**src/rtl/nn_serial_pkg.sv**
```systemverilog
// Shared definitions for the serial clock/data/push-buffer link
// (used by both the input loader and the output transmitter).
package nn_serial_pkg;

  // Frame state machine encoding.
  typedef enum logic [1:0] {
    IDLE  = 2'd0,
    SHIFT = 2'd1,
    PUSH  = 2'd2
  } serial_state_t;

  // Link defaults shared between the transmit and receive ends.
  localparam int DEFAULT_DATA_WIDTH = 16;
  localparam int SERIAL_CLK_DIV     = 4;

  // Width of a counter that must hold 0..count-1; never narrower than 1 bit.
  function automatic int cnt_width(input int count);
    return (count <= 1) ? 1 : $clog2(count);
  endfunction

  // Cycles a frame keeps the link busy: n_bits bit slots plus one push slot,
  // each slot being a full serial_clock period of 2*clk_div cycles.
  function automatic int frame_cycles(input int clk_div, input int n_bits);
    return 2 * clk_div * (n_bits + 1);
  endfunction

endpackage

```
**src/rtl/serial_phase_gen.sv**
```systemverilog
// Serial clock phase generator: divides the system clock into low and high
// half-periods of CLK_DIV cycles each and flags the last cycle of each.
module serial_phase_gen
  import nn_serial_pkg::*;
#(
  parameter int CLK_DIV = SERIAL_CLK_DIV
) (
  input  logic clk,
  input  logic rst_n,
  input  logic enable,
  output logic rise_tick,
  output logic fall_tick
);

  localparam int CNT_W = cnt_width(CLK_DIV);
  localparam logic [CNT_W-1:0] DIV_LAST = CNT_W'(CLK_DIV - 1);

  logic [CNT_W-1:0] div_cnt;
  logic             phase_high;
  logic             half_end;

  assign half_end  = (div_cnt == DIV_LAST);
  // rise_tick: the coming edge ends a low phase; fall_tick: it ends a high phase.
  assign rise_tick = enable && !phase_high && half_end;
  assign fall_tick = enable &&  phase_high && half_end;

  // Half-period counter; held at the start of a low phase while disabled so
  // every frame begins with a full low half-period.
  always_ff @(posedge clk or negedge rst_n) begin
    if (!rst_n) begin
      div_cnt    <= '0;
      phase_high <= 1'b0;
    end else if (!enable) begin
      div_cnt    <= '0;
      phase_high <= 1'b0;
    end else if (half_end) begin
      div_cnt    <= '0;
      phase_high <= ~phase_high;
    end else begin
      div_cnt    <= div_cnt + 1'b1;
    end
  end

endmodule

```
**src/rtl/output_shift_register.sv**
```systemverilog
// Parallel-in, serial-out transmitter for the result vector: captures all
// words in one handshake, shifts them out word 0 first / MSB first on a
// serial clock/data pair, then strobes push_buffer so the receiver latches.
module output_shift_register
  import nn_serial_pkg::*;
#(
  parameter int NUM_OUTPUTS = 10,
  parameter int DATA_WIDTH  = DEFAULT_DATA_WIDTH,
  parameter int CLK_DIV     = SERIAL_CLK_DIV
) (
  input  logic                              CLOCK_50,
  input  logic                              resetn,
  input  logic [NUM_OUTPUTS*DATA_WIDTH-1:0] data_in,
  input  logic                              load_valid,
  output logic                              load_ready,
  input  logic                              abort,
  output logic                              serial_clock,
  output logic                              serial_data,
  output logic                              push_buffer,
  output logic                              busy,
  output logic                              done
);

  localparam int N     = NUM_OUTPUTS * DATA_WIDTH;
  localparam int BIT_W = cnt_width(N);
  localparam logic [BIT_W-1:0] LAST_BIT = BIT_W'(N - 1);

  serial_state_t    state;
  logic [N-1:0]     shift_reg;
  logic [N-1:0]     shift_next;
  logic [N-1:0]     stream_vec;
  logic [BIT_W-1:0] bit_cnt;
  logic             phase_enable;
  logic             rise_tick;
  logic             fall_tick;

  // Reorder the words so the transmit order is simply MSB-first of
  // stream_vec: word 0 lands in the top slot, the last word in the bottom.
  genvar gi;
  generate
    for (gi = 0; gi < NUM_OUTPUTS; gi++) begin : g_word
      assign stream_vec[(NUM_OUTPUTS-1-gi)*DATA_WIDTH +: DATA_WIDTH] =
        data_in[gi*DATA_WIDTH +: DATA_WIDTH];
    end
  endgenerate

  // Next bit to send always sits at the top after a left shift.
  assign shift_next = shift_reg << 1;

  // The divider runs for the whole frame (SHIFT and PUSH) and is cleared by
  // an abort so the next frame starts from a clean low phase.
  assign phase_enable = (state != IDLE) && !abort;

  serial_phase_gen #(
    .CLK_DIV (CLK_DIV)
  ) u_phase (
    .clk       (CLOCK_50),
    .rst_n     (resetn),
    .enable    (phase_enable),
    .rise_tick (rise_tick),
    .fall_tick (fall_tick)
  );

  // Frame FSM with registered outputs: capture, shift bits on high-phase
  // ends, hold push_buffer for one serial period, then report done.
  always_ff @(posedge CLOCK_50 or negedge resetn) begin
    if (!resetn) begin
      state        <= IDLE;
      shift_reg    <= '0;
      bit_cnt      <= '0;
      serial_clock <= 1'b0;
      serial_data  <= 1'b0;
      push_buffer  <= 1'b0;
      busy         <= 1'b0;
      done         <= 1'b0;
      load_ready   <= 1'b1;
    end else begin
      done <= 1'b0;
      if (abort && (state != IDLE)) begin
        // Cancel: drop the frame silently, no push and no done.
        state        <= IDLE;
        shift_reg    <= '0;
        bit_cnt      <= '0;
        serial_clock <= 1'b0;
        serial_data  <= 1'b0;
        push_buffer  <= 1'b0;
        busy         <= 1'b0;
        load_ready   <= 1'b1;
      end else begin
        case (state)
          IDLE: begin
            // abort wins over a simultaneous load request.
            if (load_valid && !abort) begin
              state        <= SHIFT;
              shift_reg    <= stream_vec;
              bit_cnt      <= '0;
              serial_clock <= 1'b0;
              serial_data  <= stream_vec[N-1];
              busy         <= 1'b1;
              load_ready   <= 1'b0;
            end
          end
          SHIFT: begin
            if (rise_tick) begin
              serial_clock <= 1'b1;
            end else if (fall_tick) begin
              // Data only moves on a falling serial_clock, giving a full
              // half-period of setup and hold around each rising edge.
              serial_clock <= 1'b0;
              if (bit_cnt != LAST_BIT) begin
                shift_reg   <= shift_next;
                serial_data <= shift_next[N-1];
                bit_cnt     <= bit_cnt + 1'b1;
              end else begin
                state       <= PUSH;
                serial_data <= 1'b0;
                push_buffer <= 1'b1;
              end
            end
          end
          PUSH: begin
            // push_buffer spans one full serial period, ending on a fall_tick.
            if (fall_tick) begin
              state       <= IDLE;
              push_buffer <= 1'b0;
              busy        <= 1'b0;
              load_ready  <= 1'b1;
              done        <= 1'b1;
            end
          end
          default: begin
            state <= IDLE;
          end
        endcase
      end
    end
  end

endmodule

```
**config.mk**
```make
export PLATFORM = sky130hd
export DESIGN_NAME = output_shift_register
export DESIGN_NICKNAME = d
export VERILOG_FILES = /design/src/rtl/nn_serial_pkg.sv /design/src/rtl/serial_phase_gen.sv /design/src/rtl/output_shift_register.sv
export SDC_FILE = /design/constraint.sdc
export NUM_CORES = 1
export LEC_CHECK = 0
export ABC_AREA = 1
export BUFFER_PORTS_ARGS = -buffer_cell sky130_fd_sc_hd__buf_2
export CELL_PAD_IN_SITES_DETAIL_PLACEMENT = 1
export CELL_PAD_IN_SITES_GLOBAL_PLACEMENT = 2
export CORE_MARGIN = 2
export CORE_UTILIZATION = 34
export CTS_CLUSTER_DIAMETER = 50
export DETAILED_ROUTE_END_ITERATION = 8
export PLACE_DENSITY_LB_ADDON = 0.15
export SYNTH_ARGS = -nofsm -noshare
export SYNTH_HDL_FRONTEND = slang
export SYNTH_SLANG_ARGS = --single-unit
export TNS_END_PERCENT = 20
```
**constraint.sdc**
```tcl
create_clock -name CLOCK_50 -period 2.55 [get_ports CLOCK_50]
set_input_delay 0.51 -clock CLOCK_50 [delete_from_list [all_inputs] [get_ports CLOCK_50]]
set_output_delay 0.51 -clock CLOCK_50 [all_outputs]
set_load 0.01 [all_outputs]
```
==> impl_metrics.json <==
{
  "syn2layout_area_growth_pct": 18.2,
  "die_h_um": 166,
  "path_clk_slew_ns": 0.07,
  "finish.net_count": 1461,
  "cts_buffer_depth": 2,
  "synth_xor_area_frac": 0.000976,
  "io_pins": 170,
  "drt_first_pass_iters": 4,
  "placed_area_um2": 9990,
  "cts_buffers": 17,
  "gr-total-overflow": 0,
  "dr.first_iter.drc_count": 393,
  "core_um2": 26000,
  "num_rows": 59,
  "pwr_density_cell_nw_per_um2": 1330,
  "track_usage": 0.175,
  "start_util": 0.345,
  "async_reset_ff_frac": 1.00,
  "antenna_found_initial": 0,
  "worst_slew_pin_slew_ns": 0.539,
  "grt_use_met1": 0.253,
  "grt_max_degree": 111,
  "synthAdderAreaFrac": 0.00279,
  "antennaDiodeCount": 0,
  "worst_clock_skew_ns": 0.0167,
  "grt_pass1_wl_mm": 40.5,
  "path_max_fanout": 65,
  "yosysMostFrequentCell": "nor2_1",
  "grt_pass1_vias": 8047,
  "yosys-top-cells-area": "dfrtp_1 (49%), nor2_1 (14%), o21ai_0 (10%), nand2_1 (8.5%), o21ai_1 (7.9%)",
  "synthFlopType": "dfrtp_1",
  "fmax_mhz": 495,
  "rsz0062_at_grt": "false",
  "drc_errors": 0,
  "portBuffers": 169,
  "clk_latency_ns": 0.43,
  "fillers": 3263,
  "synth_edf_count": 0,
  "drive_gt1_frac": 0.183,
  "yosys.area_share.simple": 0.242,
  "cts_resized": 0,
  "ys_top_cells_by_count": "nor2_1 (327), nand2_1 (203), o21ai_0 (187)",
  "synth_cell_types": 30,
  "maxSlewViolCount": 0,
  "vias": 7911,
  "yosysSeqAreaShare": 0.496,
  "groute.layer.met3.usage": 0.0273,
  "relSlewSlack": 0.641,
  "yosysWarnings": 0,
  "use_met2": 0.273,
  "cts.htree.levels": 4,
  "cts_sinks": 178,
  "crit_arrival_ns": 2.36,
  "die_width_um": 166,
  "synthMuxAreaShare": 0,
  "place.gp.congestion": 0.754,
  "cp-start-kind": "register",
  "tns_ns": 0,
  "syn_area_um2": 8970,
  "finalHoldViolations": 0,
  "ir_worst_vdd_mv": 0.722,
  "cts_setup_buffers": 0,
  "p_leak_nw": 4.89,
  "period_needed_ns": 2.02,
  "critPathCaptureType": "register",
  "syn-num-nets": 1340,
  "outcome": "complete, no violations",
  "top_usage_layer": "met2",
  "crit_required_ns": 2.90,
  "die_area_um2": 27700,
  "min_path_type": "primary input to async pin",
  "largest_reg_flops": 159,
  "ant_nets": 0,
  "drt-total-wl_mm": 23.4,
  "synth_seq_cells": 178,
  "cts_tree": "built",
  "period_share": 0.792,
  "power_w": 0.0141,
  "netlist.area_leader.share": 0.494,
  "postSynthAreaPerCell_um2": 7.64,
  "synth_top_family_by_area": "simple AND/OR/NAND/NOR gates",
  "wl_per_cell_um": 14.3,
  "finalSetupViolCount": 0,
  "synth_compound_gate_area_share": 0.186,
  "synth.largest_area_cell": "dfrtp_1",
  "viasPerCell": 4.81,
  "drv_cap": 0,
  "cts_hold_buf": 0,
  "synthCells": 1174,
  "place_hpwl_mm": 15.6,
  "root_buffer": "clkbuf_16",
  "finalInstanceArea_um2": 10600,
  "crit_type": "register to register"
}
-- power by group --
| part | internal [W] | total [W] | switching, W |
|---|---|---|---|
| Clock | 0.00153 | 0.00278 | 0.00126 |
| Sequential | 0.00413 | 0.00475 | 0.000615 |
| Combinational | 0.00226 | 0.00661 | 0.00434 |
| Total | 0.00792 | 0.0141 | 0.00621 |
-- layout make-up --
| type | instances | area [um2] | share of cell area |
|---|---|---|---|
| Sequential cell | 178 | 4460 | 0.420 |
| Timing Repair Buffer | 189 | 1150 | 0.109 |
| Clock buffer | 18 | 439 | 0.0414 |
| Clock inverter | 14 | 180 | 0.0170 |
| Inverter | 17 | 68.8 | 0.00649 |
| Multi-Input combinational cell | 892 | 3890 | 0.367 |
| Tap cell | 335 | 419 | 0.0395 |
-- placed cells by master (no fill, tap or decap), types with 2 or more instances in the layout --
master       n
inv_2        4
dfrtp_1    177
buf_4        8
o21ai_1    141
nand3b_1     3
nand2_1    203
ha_1         2
buf_2      168
inv_6        8
nand4_1      2
bufinv_16    2
nand2_2      2
clkbuf_8     2
clkbuf_16   17
inv_1       12
buf_12      12
o21ai_0    187
nor2_1     327
nor2_4       2
or2_2        2
inv_8        3
nand3_1     10
-- cells by family (layout without fill, tap and decap cells) --
family	Yosys count	in the layout
xor+xnor	1	1
simple gates	557	557
buf+inv	104	238
compound gates	332	332
fa+ha+maj	2	2
flops	178	178
-- through the flow --
stage / utilization / cells / worst slack (ns) / hold slack, ns
6_report: 0.408 / 1643 / 0.531 / 0.0294
5_1_grt: 0.408 / 1643 / 0.271 / 0.0490
4_1_cts: 0.408 / 1643 / 0.493 / 0.0316
3_5_place_dp: 0.384 / 1611 / 0.493 / 0.425
3_3_place_gp: 0.384 / 1611 / 0.544 / 0.416
2_1_floorplan: - / 1174 / 0.948 / 0.214
-- metal layers --
layer	part of all wire	routed length (um)	up-vias
li1	-	-	4067
met5	0	0	-
met3	0.032	748	18
met4	0.013	295	0
met2	0.45	10600	124
met1	0.50	11800	3702
-- worst paths after layout --
check                      cells after the start          startpoint  slack [ns]                  to
max                                            8            state[1]        0.53       shift_reg[68]
min                                            1              resetn        0.03       shift_reg[57]
max reg2reg                                    8            state[1]        0.53       shift_reg[68]
min reg2reg                                    1  u_phase.div_cnt[0]        0.44  u_phase.div_cnt[0]
max in group asynchronous                      2              resetn        1.70       shift_reg[11]
min in group CLOCK_50                          1  u_phase.div_cnt[0]        0.44  u_phase.div_cnt[0]
-- worst max-delay path, cell delays in order, from the launching register on --
cell	delay, ns
dfrtp_1	0.39
inv_2	0.10
nand2_4	0.18
nor2_4	0.29
nand3_2	0.13
nand3_4	0.34
buf_12	0.31
nand2_1	0.08
o21ai_1	0.10
(Power assumes the default switching activity.)
